### src/rtl/decim4x_cic.sv
// decim4x_cic: second-order CIC decimator, R=4, M=1, unity DC gain.
// Brings 192 kHz composite-rate samples back to the 48 kHz audio rate.
module decim4x_cic #(
  parameter int NBITS = 18,
  parameter int GUARD = 4
) (
  input  logic             clock,
  input  logic             reset,
  input  logic             clkenin,
  input  logic             clkenout,
  input  logic [NBITS-1:0] xkin,
  output logic [NBITS-1:0] ykout,
  output logic             ready,
  output logic             align_err
);

  localparam int W = NBITS + GUARD;

  localparam logic [W:0] HALF =
    (W+1)'(1) << (GUARD-1);

  localparam logic [NBITS-1:0] MAXV =
    {1'b0, {(NBITS-1){1'b1}}};

  localparam logic [NBITS-1:0] MINV =
    {1'b1, {(NBITS-1){1'b0}}};

  localparam logic [2:0] CNT_MAX = 3'd7;
  localparam logic [2:0] CNT_OK  = 3'd4;
  localparam logic [1:0] WU_DONE = 2'd2;

  logic [W-1:0]     i1_q, i1_d;
  logic [W-1:0]     i2_q, i2_d;
  logic [W-1:0]     d1_q, d1_d;
  logic [W-1:0]     d2_q, d2_d;
  logic [1:0]       wu_q, wu_d;
  logic [2:0]       cnt_q, cnt_d;
  logic [NBITS-1:0] y_q, y_d;
  logic             rdy_q, rdy_d;
  logic             err_q, err_d;

  logic [W-1:0]     xs;
  logic [W-1:0]     c1;
  logic [W-1:0]     c2;
  logic [W:0]       rnd;
  logic [W:0]       rsh;
  logic [W-NBITS+1:0] top;
  logic [NBITS-1:0] r;

  // Comb section, rounding and output saturation guard
  always_comb begin
    xs  = {{GUARD{xkin[NBITS-1]}}, xkin};
    c1  = i2_q - d1_q;
    c2  = c1 - d2_q;
    rnd = {c2[W-1], c2} + HALF;
    rsh = $signed(rnd) >>> GUARD;
    top = rsh[W:NBITS-1];
    if (&top || ~|top) begin
      r = rsh[NBITS-1:0];
    end else if (rsh[W]) begin
      r = MINV;
    end else begin
      r = MAXV;
    end
  end

  // Integrator cascade, advanced once per input sample
  always_comb begin
    i1_d = i1_q;
    i2_d = i2_q;
    if (clkenin) begin
      i1_d = i1_q + xs;
      i2_d = i2_q + i1_q;
    end
  end

  // Comb delays sampled at each decimation point
  always_comb begin
    d1_d = d1_q;
    d2_d = d2_q;
    if (clkenout) begin
      d1_d = i2_q;
      d2_d = c1;
    end
  end

  // Ratio monitor: input pulses seen since the last decimation point
  always_comb begin
    cnt_d = cnt_q;
    err_d = err_q;
    if (clkenout) begin
      cnt_d = {2'b00, clkenin};
      if (wu_q != 2'd0 && cnt_q != CNT_OK) begin
        err_d = 1'b1;
      end
    end else if (clkenin && cnt_q != CNT_MAX) begin
      cnt_d = cnt_q + 3'd1;
    end
  end

  // Warm-up gating and output register update
  always_comb begin
    wu_d  = wu_q;
    y_d   = y_q;
    rdy_d = 1'b0;
    if (clkenout) begin
      if (wu_q == WU_DONE) begin
        y_d   = r;
        rdy_d = 1'b1;
      end else begin
        wu_d = wu_q + 2'd1;
      end
    end
  end

  // Datapath state registers
  always_ff @(posedge clock) begin
    if (reset) begin
      i1_q <= '0;
      i2_q <= '0;
      d1_q <= '0;
      d2_q <= '0;
    end else begin
      i1_q <= i1_d;
      i2_q <= i2_d;
      d1_q <= d1_d;
      d2_q <= d2_d;
    end
  end

  // Control and output registers
  always_ff @(posedge clock) begin
    if (reset) begin
      wu_q  <= '0;
      cnt_q <= '0;
      y_q   <= '0;
      rdy_q <= 1'b0;
      err_q <= 1'b0;
    end else begin
      wu_q  <= wu_d;
      cnt_q <= cnt_d;
      y_q   <= y_d;
      rdy_q <= rdy_d;
      err_q <= err_d;
    end
  end

  assign ykout     = y_q;
  assign ready     = rdy_q;
  assign align_err = err_q;

endmodule

### config.mk
export PLATFORM = sky130hd
export DESIGN_NAME = decim4x_cic
export DESIGN_NICKNAME = d
export VERILOG_FILES = /design/src/rtl/decim4x_cic.sv
export SDC_FILE = /design/constraint.sdc
export NUM_CORES = 1
export LEC_CHECK = 0
export ABC_AREA = 1
export ABC_CLOCK_PERIOD_IN_PS = 4800
export CAP_MARGIN = 20
export CORE_MARGIN = 8
export CORE_UTILIZATION = 40
export CTS_CLUSTER_DIAMETER = 150
export DETAILED_ROUTE_END_ITERATION = 8
export PLACE_DENSITY_LB_ADDON = 0.1
export SYNTH_ARGS = -nofsm -noshare
export SYNTH_HDL_FRONTEND = slang
export SYNTH_SLANG_ARGS = --single-unit
### constraint.sdc
create_clock -name clock -period 4.8 [get_ports clock]
set_clock_uncertainty 0.1 [all_clocks]
set_input_delay 0.96 -clock clock [delete_from_list [all_inputs] [get_ports clock]]
set_output_delay 0.96 -clock clock [all_outputs]
set_load 0.01 [all_outputs]
# ---- Yosys cells after proc, flatten, opt, wreduce, memory -nomap -nowiden
# Cells that the tools add are included.
dict set report totals {
  ff_bits 113
  output_inout_bits 20
  elab_cells 40
}
dict set report op_classes {
  add_sub_neg 7
  n_eq_ne 3
  muxes 5
  bitwise_logic 2
  n_reduce_logical 13
}
# op n
set op_table {}
lappend op_table {{adder 22 bit} 2}
lappend op_table {{subtractor 22 bit} 2}
lappend op_table {{2-to-1 mux 18 bit} 2}
lappend op_table {{adder 22 x 5 -> 23 bit, second input constant} 1}
lappend op_table {{AND reduction 2 bit} 4}
lappend op_table {{!= test 3 bit, second input constant} 2}
lappend op_table {{OR reduction 2 bit} 3}
lappend op_table {{nonzero test 2 bit} 2}
lappend op_table {{adder 3 x 1 -> 3 bit, second input constant} 1}
lappend op_table {{2-to-1 mux 1 bit} 3}
lappend op_table {{adder 2 x 1 -> 2 bit, second input constant} 1}
lappend op_table {{== test 2 bit, second input constant} 1}
lappend op_table {{logical AND 1 bit} 2}
lappend op_table {{inverter 1 bit} 2}
lappend op_table {{logical NOT 1 bit} 1}
lappend op_table {{logical OR 1 bit} 1}

# ---- Logic depth before layout (Yosys ltp)
# Gate-level depths: netlist of run 1.
dict set report depth {
  depth_word 7
  depth_mapped 36
  ltp_nobuf 35
}

# ---- Worst setup path after synthesis of run 1
# Ideal clock, no wire load.
dict set report synth_timing {
  kind {register -> register}
  start {register i2_q[0]}
  end {register y_q[10] (netlist: ykout[10])}
  t_arrival_ps 4059
  path_slack_ps 586
  stages_incl_launch_ff 37
  path_buffers 1
  period_less_slack_ps 4214
  cell_sequence {dfxtp_1 > inv_1 > ha_1 > inv_1 > fa_1 > nand3_1 > nand2_1 > nand2_1 > nand2_1 > nand2_1 > nand2_1 > a21oi_1 > o21ai_0 > a21oi_1 > nor2_1 > nor2_1 > xor2_1 > ha_1 > nand2_1 > nor2_1 > inv_1 > nor2_1 > nand3_1 > nand3_1 > nand2_1 > nand2_1 > nand2_1 > nor2_1 > nand3_1 > nor2_1 > nor2_1 > nor2_2 > nand2_4 > buf_6 > nand3_1 > nand2_1 > inv_1}
}
dict set report synth_via {
  elab_chain_cells 7
  word_cells_on_any_way 9
  cone_classes {3 x add/sub; 2 x mux; 4 x reduce/logical}
}
# element line_no
set synth_lines {}
lappend synth_lines {{from (decl)} 33} ;# logic [W-1:0] i2_q, i2_d;
lappend synth_lines {{from (signal assigned)} 125} ;# i2_q <= i2_d;
lappend synth_lines {{subtractor 22 bit *} 53} ;# c1 = i2_q - d1_q;
lappend synth_lines {{net c1[18]} 43} ;# logic [W-1:0] c1;
lappend synth_lines {{subtractor 22 bit *} 54} ;# c2 = c1 - d2_q;
lappend synth_lines {{adder 22 x 5 -> 23 bit *} 55} ;# rnd = {c2[W-1], c2} + HALF;
lappend synth_lines {{OR reduction 2 bit} 58} ;# if (&top || ~|top) begin
lappend synth_lines {{logical NOT 1 bit} 58}
lappend synth_lines {{logical OR 1 bit} 58}
lappend synth_lines {{2-to-1 mux 18 bit *} 58}
lappend synth_lines {{to (signal assigned)} 142} ;# y_q <= y_d;
lappend synth_lines {{to (decl)} 38} ;# logic [NBITS-1:0] y_q, y_d;
# Mark *: on every way through the listed nets, which the timed path passes. The rest lies on a longest branch.
# A chain may end at the register's enable or synchronous reset.

# ---- Final worst setup path of run 1
dict set report layout_timing {
  start {register i2_q[0]}
  end {register y_q[5] (netlist: ykout[5])}
}
# Same word-level chain as after synthesis.

==> qor.yml, run 1 <==
synth:
  netlist.area_leader.share: 0.241
  synth_top_family_by_area: "simple AND/OR/NAND/NOR gates"
  synthSimpleGateAreaFrac: 0.298
  ys_top_cells_by_area: "sky130_fd_sc_hd__dfxtp_1 24%, sky130_fd_sc_hd__nand2_1 13%, sky130_fd_sc_hd__ha_1 12%"
  post_synth.cell_area_avg_um2: 6.37
  ffs_w_async_s_r_synth: 0
  post_synth_mux_area_share: 0
  postSynth.topFlopCell: "sky130_fd_sc_hd__dfxtp_1"
  synth_common_cells: "323 x sky130_fd_sc_hd__nand2_1, 260 x sky130_fd_sc_hd__inv_1, 161 x sky130_fd_sc_hd__nor2_1"
  synth.yosys.seq_area_share: 0.241
  yosys.cell_count.top_type: "sky130_fd_sc_hd__nand2_1"
  post_synth_instance_area_um2: 9380
  synth.yosys.warnings: 0
  synth.distinct_cells: 40
  synth-adder-area-share: 0.125
  post_synth_xor_area_fraction: 0.0624
  synth_enable_flop_cells: 0
  syn-num-nets: 1587
  postSynthRegisterBits: 113
  synth_compound_area_frac: 0.153
  synth.largest_area_cell: "sky130_fd_sc_hd__dfxtp_1"
  cells_after_synth: 1473
min_path:
  holdPathStages: 2
  classification_of_the_worst_slack_hold_path: "register to register"
  min_to: "d2_q[18]"
  min-delay-start: "d2_q[18]"
final_layout:
  drive_gt1_frac: 0.0923
  finish.net_count: 1639
  fill_cell_instance_count_of_the_final_layout: 2502
  final_area_um2: 11000
  syn_to_final_growth_pct: 17.6
  antennaDiodeCount: 0
critical_path:
  max_stage_delay_ns: 0.37
  rr_startpoint: "i2_q[0]"
  critical-path-slowest-cell: "sky130_fd_sc_hd__fa_2"
  worst-path-max-fanout: 16
  regToRegSetupSlack_ns: 0.23
  worst-endpoint-arrival_ns: 4.84
  setup.worst_path.start_class: "register"
  cp-end-kind: "register"
  worst_path_most_repeated_cell: "sky130_fd_sc_hd__nand2_2"
  worstReg2RegEnd: "ykout[5]"
  timing.reg2reg.worst_path_depth: 34
  crit_type: "register to register"
  worst-endpoint-required_ns: 5.07
floorplanning:
  core_area_um2: 23300
  die_area_um2: 28600
  fp.dieH_um: 169
  floorplan.initialDensity: 0.403
  design.portCount: 42
  die_w_um: 169
  row_count: 56
clock_tree:
  buffer_depth_of_the_longest_clock_path: 2
  tritoncts: "yes"
  cts.htree.levels: 4
  clk_latency_ns: 0.42
  holdBufCountCts: 0
  numClockSinks: 113
  cts-root-buf: "sky130_fd_sc_hd__clkbuf_16"
  tritoncts.num_buffers: 17
  clk_pin_slew_ns: 0.06
grt:
  grt.total_usage: 0.171
  antenna_found_initial: 0
  global_route.overflow_total: 0
  grt_max_degree: 39
  grt_first_pass_wirelength_um: 40200
  first_global_vias: 8440
power:
  power-per-cell-area_nw_per_um2: 576
  leakage_nw: 5.55
  worst_ir_drop_vdd_v: 0.000217
  fin_total_pwr_mw: 6.35
placement:
  post_dp_area_um2: 10100
  port_buffers: 41
  dpl.hpwl_um: 19000
  place_congestion: 0.870
sta:
  slew_headroom: 0.366
  clock.fmax_ghz: 0.219
  worst_pin_slew_ns: 0.945
  report.final.setup_viol: 0
  drv_slew: 0
  final_hold_viol_count: 0
  finalWorstPathRequiredPeriod_ns: 4.57
  setup_total_negative_slack_ns: 0
  post-route-period-util: 0.953
drt:
  drc: 0
  drt-wirelength-per-cell_um: 13.1
  detail_route.iter0.violations: 439
  detail-route-antenna-nets: 0
  detailroute.via_count: 8845
  drt_pre_antenna_iters: 5
  drt_wl_total_um: 24200
  via_to_cell_ratio: 4.76
outcome:
  status: "finished clean"
flow_run:
  timing.max_cap.violations: 0
[cell usage in the layout (no fill, tap or decap), types with 3 or more instances in the layout]
| master | instances |
|---|---|
| sky130_fd_sc_hd__nand2_1 | 310 |
| sky130_fd_sc_hd__inv_1 | 255 |
| sky130_fd_sc_hd__nor2_1 | 155 |
| sky130_fd_sc_hd__dfxtp_1 | 112 |
| sky130_fd_sc_hd__a21oi_1 | 100 |
| sky130_fd_sc_hd__o21ai_0 | 92 |
| sky130_fd_sc_hd__ha_1 | 84 |
| sky130_fd_sc_hd__nand3_1 | 83 |
| sky130_fd_sc_hd__xor2_1 | 43 |
| sky130_fd_sc_hd__clkdlybuf4s50_1 | 40 |
| sky130_fd_sc_hd__nand2_2 | 28 |
| sky130_fd_sc_hd__nand4_1 | 25 |
| sky130_fd_sc_hd__xnor2_1 | 21 |
| sky130_fd_sc_hd__o22ai_1 | 21 |
| sky130_fd_sc_hd__buf_4 | 21 |
| sky130_fd_sc_hd__clkbuf_16 | 17 |
| sky130_fd_sc_hd__nor2_2 | 13 |
| sky130_fd_sc_hd__o211ai_1 | 13 |
| sky130_fd_sc_hd__nand3_2 | 11 |
| sky130_fd_sc_hd__o21bai_1 | 10 |
| sky130_fd_sc_hd__a21oi_2 | 6 |
| sky130_fd_sc_hd__inv_2 | 6 |
| sky130_fd_sc_hd__clkinvlp_4 | 5 |
| sky130_fd_sc_hd__nand3b_1 | 4 |
| sky130_fd_sc_hd__nor4_1 | 4 |
| sky130_fd_sc_hd__a21o_1 | 4 |
| sky130_fd_sc_hd__o21a_1 | 3 |
| sky130_fd_sc_hd__a31oi_1 | 3 |
| sky130_fd_sc_hd__or2_2 | 3 |
| sky130_fd_sc_hd__nor2_4 | 3 |
| sky130_fd_sc_hd__nand2_4 | 3 |
| sky130_fd_sc_hd__a21boi_0 | 3 |
| sky130_fd_sc_hd__ha_4 | 3 |
| sky130_fd_sc_hd__bufinv_16 | 3 |
[worst max-delay path, delay by kind of cell, from the launching register on]
family | cells | cell delay, ns
buffers and inverters | 6 | 0.54
AND/OR/NAND/NOR | 21 | 2.03
adder cells (fa/ha/maj) | 3 | 0.77
XOR/XNOR | 1 | 0.30
flip-flops | 1 | 0.32
AO/OA/AOI/OAI | 3 | 0.44
[metrics by stage]
| step | setup slack [ns] | hold slack, ns | util | std cells |
|---|---|---|---|---|
| 2_1_floorplan | 0.586 | 0.326 | - | 1473 |
| 3_3_place_gp | -0.00283 | 0.338 | 0.434 | 1810 |
| 3_5_place_dp | -0.149 | 0.343 | 0.434 | 1810 |
| 4_1_cts | 0.0265 | 0.353 | 0.462 | 1845 |
| 5_1_grt | -0.0660 | 0.388 | 0.474 | 1857 |
| 6_report | 0.227 | 0.350 | 0.474 | 1857 |
[sequential cells by signal, summed over array words and instances, names as in the netlist]
signal and flops:
wu_q 2, d2_q 22, i2_q 22, cnt_q 3, ready 1, d1_q 22
i1_q 22, ykout 18, align_err 1
[report_power, final]
| part | switching, mW | internal (mW) | total [mW] |
|---|---|---|---|
| logic | 2.56 | 1.38 | 3.94 |
| registers | 0.0671 | 1.04 | 1.11 |
| clock network | 0.469 | 0.831 | 1.30 |
[routing by layer]
metal / global-route usage / up-vias / wire length, um
li1: - / 4844 / -
met3: 0.0261 / 33 / 605
met1: 0.202 / 3842 / 11300
met5: 0 / - / 0
met4: 0.0596 / 0 / 548
met2: 0.308 / 126 / 11800
[timing repair]
action,CTS,global route
pin swaps,1,28
setup endpoints to repair,17,18
resized for setup,4,53
gates cloned,0,1
buffers inserted,3,11
[worst max path at each step]
stage | startpoint | endpoint | slack [ns]
6_report | i2_q[0] | ykout[5] | 0.23
5_1_grt | i2_q[0] | ykout[15] | -0.07
4_1_cts | i2_q[0] | ykout[1] | 0.03
3_5_place_dp | i2_q[0] | ykout[5] | -0.15
3_3_place_gp | i2_q[0] | ykout[7] | -0.003
2_1_floorplan | i2_q[0] | ykout[10] | 0.59
[area by class of cell]
| class | count | area, um2 | share of cell area |
|---|---|---|---|
| clock inverters | 12 | 159 | 0.0144 |
| repair buffers | 63 | 574 | 0.0521 |
| clock buffers | 20 | 447 | 0.0405 |
| multi-input cells | 1067 | 6200 | 0.562 |
| well taps | 319 | 399 | 0.0362 |
| inverters | 263 | 987 | 0.0895 |
| flip-flops and latches | 113 | 2260 | 0.205 |
[logic make-up after synthesis]
family | count (synthesis)
AOI/OAI and AO/OA | 261
buffers and inverters | 294
xor gates and xnor gates | 66
and+or+nand+nor | 647
DFF | 113
adders and majority gates | 92
Power figures use the tool's default switching activity.
==> run 2, diff against run 1 <==
--- a/config.mk
+++ b/config.mk
@@ -8,7 +8,6 @@
 export ABC_AREA = 1
 export ABC_CLOCK_PERIOD_IN_PS = 4800
 export CAP_MARGIN = 20
-export CORE_MARGIN = 8
 export CORE_UTILIZATION = 40
 export CTS_CLUSTER_DIAMETER = 150
 export DETAILED_ROUTE_END_ITERATION = 8
==> qor.yml, run 2 (synthesis results as in run 1) <==
outcome:
  status: "finished clean"
final_layout:
  final_area_um2: 11200  # +2.0%
  commonest_non_fill_non_tap_cell_in_the_layout: "sky130_fd_sc_hd__nand2_1"
  finish.net_count: 1644  # +0.31%
  layout.cells.most_common_list: "312 x sky130_fd_sc_hd__nand2_1, 253 x sky130_fd_sc_hd__inv_1, 151 x sky130_fd_sc_hd__nor2_1"
  multiInputGateArea_um2: 6380  # +3.0%
  drive_gt1_frac: 0.106  # +0.0133
  ff_latch_area_um2: 2260  # unchanged
  syn_to_final_growth_pct: 19.9
  antennaDiodeCount: 0  # unchanged
  fill_cell_instance_count_of_the_final_layout: 2406  # -3.8%
clock_tree:
  cts.htree.levels: 4  # unchanged
  clk_latency_ns: 0.42  # about the same
  clk_pin_slew_ns: 0.06  # about the same
  numClockSinks: 113  # unchanged
  tritoncts.num_buffers: 17  # unchanged
  cts-root-buf: "sky130_fd_sc_hd__clkbuf_16"
  tritoncts: "yes"
  holdBufCountCts: 0  # unchanged
  buffer_depth_of_the_longest_clock_path: 2  # unchanged
power:
  worst_ir_drop_vdd_v: 0.000245  # +13%
  fin_total_pwr_mw: 6.67  # +5.1%
  leakage_nw: 5.64  # +1.7%
  power-per-cell-area_nw_per_um2: 593  # +3.0%
drt:
  detail_route.iter0.violations: 394  # -10%
  detail-route-antenna-nets: 0  # unchanged
  via_to_cell_ratio: 4.87  # +2.3%
  detailroute.via_count: 9042  # +2.2%
  drt-wirelength-per-cell_um: 13.0  # about the same
  drc: 0  # unchanged
  drt_wl_total_um: 24200  # -0.13%
  drt_pre_antenna_iters: 5  # unchanged
grt:
  grt_max_degree: 53  # +36%
  first_global_vias: 8719  # +3.3%
  global_route.overflow_total: 0  # unchanged
  grt_first_pass_wirelength_um: 40400  # +0.52%
  grt.total_usage: 0.208  # +0.0376
  antenna_found_initial: 0  # unchanged
placement:
  preCtsSetupSlack_ns: -0.124  # +0.0252 ns
  dpl.hpwl_um: 18700  # -1.6%
  post_dp_area_um2: 10100  # about the same
  place_congestion: 0.846  # -2.7%
  port_buffers: 41  # unchanged
sta:
  slew_headroom: 0.244  # -0.122
  report.final.setup_viol: 0  # unchanged
  final_hold_viol_count: 0  # unchanged
  post-route-period-util: 0.945  # -0.00774
  finalWorstPathRequiredPeriod_ns: 4.54  # -0.0372 ns
  postLayoutSetupSlackWorst_ns: 0.264  # +0.0372 ns
  clock.fmax_ghz: 0.220  # +0.82%
  drv_slew: 0  # unchanged
  setup_total_negative_slack_ns: 0  # unchanged
  worst_pin_slew_ns: 1.13  # +0.182 ns
critical_path:
  worst-endpoint-required_ns: 5.03  # -0.04 ns
  cp-end-kind: "register"
  worst_setup_path_startpoint: "i2_q[0]"
  worst-path-max-fanout: 8  # -8
  worst-endpoint-arrival_ns: 4.76  # -0.08 ns
  setup.worst_path.start_class: "register"
  crit_type: "register to register"
  rr_startpoint: "i2_q[0]"
min_path:
  min-delay-start: "d2_q[18]"
  classification_of_the_worst_slack_hold_path: "register to register"
floorplanning:
  design.portCount: 42  # unchanged
  die_w_um: 155  # -8.3%
  row_count: 55  # -1.8%
  core_area_um2: 22800  # -1.8%
  die_area_um2: 24100  # -16%
  floorplan.initialDensity: 0.410  # +0.00733
  fp.dieH_um: 155  # -8.3%
flow_run:
  timing.max_cap.violations: 0  # unchanged
run 2: cell types whose count changed in the layout (fill, tap and decap cells not counted), moves of 4 or more:
cell                      previous run  this run
sky130_fd_sc_hd__nand2_2            28        22
sky130_fd_sc_hd__nand2_8             1         5
sky130_fd_sc_hd__nand3_1            83        70
sky130_fd_sc_hd__nand3_2            11        23
sky130_fd_sc_hd__nor2_1            155       151
sky130_fd_sc_hd__nor2_4              3         8
run 2: area by class of cell:
type | count | area share
multi-input cells | 1070 | 0.567
flip-flops and latches | 113 | 0.201
inverters | 263 | 0.0878
repair buffers | 65 | 0.0524
clock buffers | 20 | 0.0406
well taps | 313 | 0.0348
clock inverters | 12 | 0.0160
run 2: worst paths after layout:
path,depth (start not counted),endpoint,slack [ns]
worst max-delay path,22,ykout[2],0.26
worst min-delay path,2,d2_q[18],0.35
worst max register to register,22,ykout[2],0.26
worst min register to register,2,d2_q[18],0.35
run 2: repair_timing:
action | in CTS | in global routing
buffers inserted | 1 | 15
resized for setup | 6 | 80
pin swaps | 2 | 42
hold endpoints to repair | 0 | 0
setup endpoints to repair | 17 | 18
gates cloned | 0 | 4
run 2: critical path, stage by stage (launching register included):
cell                      delay, ns
sky130_fd_sc_hd__dfxtp_2       0.33
sky130_fd_sc_hd__inv_2         0.09
sky130_fd_sc_hd__ha_4          0.13
sky130_fd_sc_hd__inv_2         0.04
sky130_fd_sc_hd__fa_2          0.38
sky130_fd_sc_hd__buf_4         0.15
sky130_fd_sc_hd__xor2_1        0.18
sky130_fd_sc_hd__ha_1          0.37
sky130_fd_sc_hd__nor2_1        0.07
sky130_fd_sc_hd__a21oi_1       0.42
sky130_fd_sc_hd__xor2_2        0.40
sky130_fd_sc_hd__ha_1          0.34
sky130_fd_sc_hd__nand3_1       0.16
sky130_fd_sc_hd__nor2_2        0.21
sky130_fd_sc_hd__nand3_2       0.15
sky130_fd_sc_hd__nor2_1        0.16
sky130_fd_sc_hd__nand3_2       0.18
sky130_fd_sc_hd__inv_2         0.19
sky130_fd_sc_hd__nand2_8       0.09
sky130_fd_sc_hd__nand3_1       0.10
sky130_fd_sc_hd__nand3_2       0.08
sky130_fd_sc_hd__nand2_2       0.09
sky130_fd_sc_hd__inv_1         0.04
run 2: routing by layer:
| layer | GRT usage | share of wire | up-vias |
|---|---|---|---|
| met3 | 0.0256 | 0.024 | 42 |
| met1 | 0.247 | 0.47 | 4016 |
| met2 | 0.378 | 0.48 | 114 |
| met4 | 0.0844 | 0.027 | 0 |
| met5 | 0 | 0 | - |
| li1 | - | - | 4870 |
run 2: power by group:
group	leakage, nW	total [mW]	switching (mW)	internal, mW
Sequential	0.930	1.11	0.0675	1.04
Clock	0.307	1.37	0.474	0.899
Combinational	4.41	4.19	2.71	1.47
Total	5.64	6.67	3.26	3.41
run 2: metrics by stage:
step,std cells,util,hold WS (ns)
floorplan,1473,-,0.326
global placement,1804,0.442,0.336
detailed placement,1804,0.442,0.339
CTS,1837,0.471,0.352
global route,1856,0.492,0.391
finish,1856,0.492,0.348
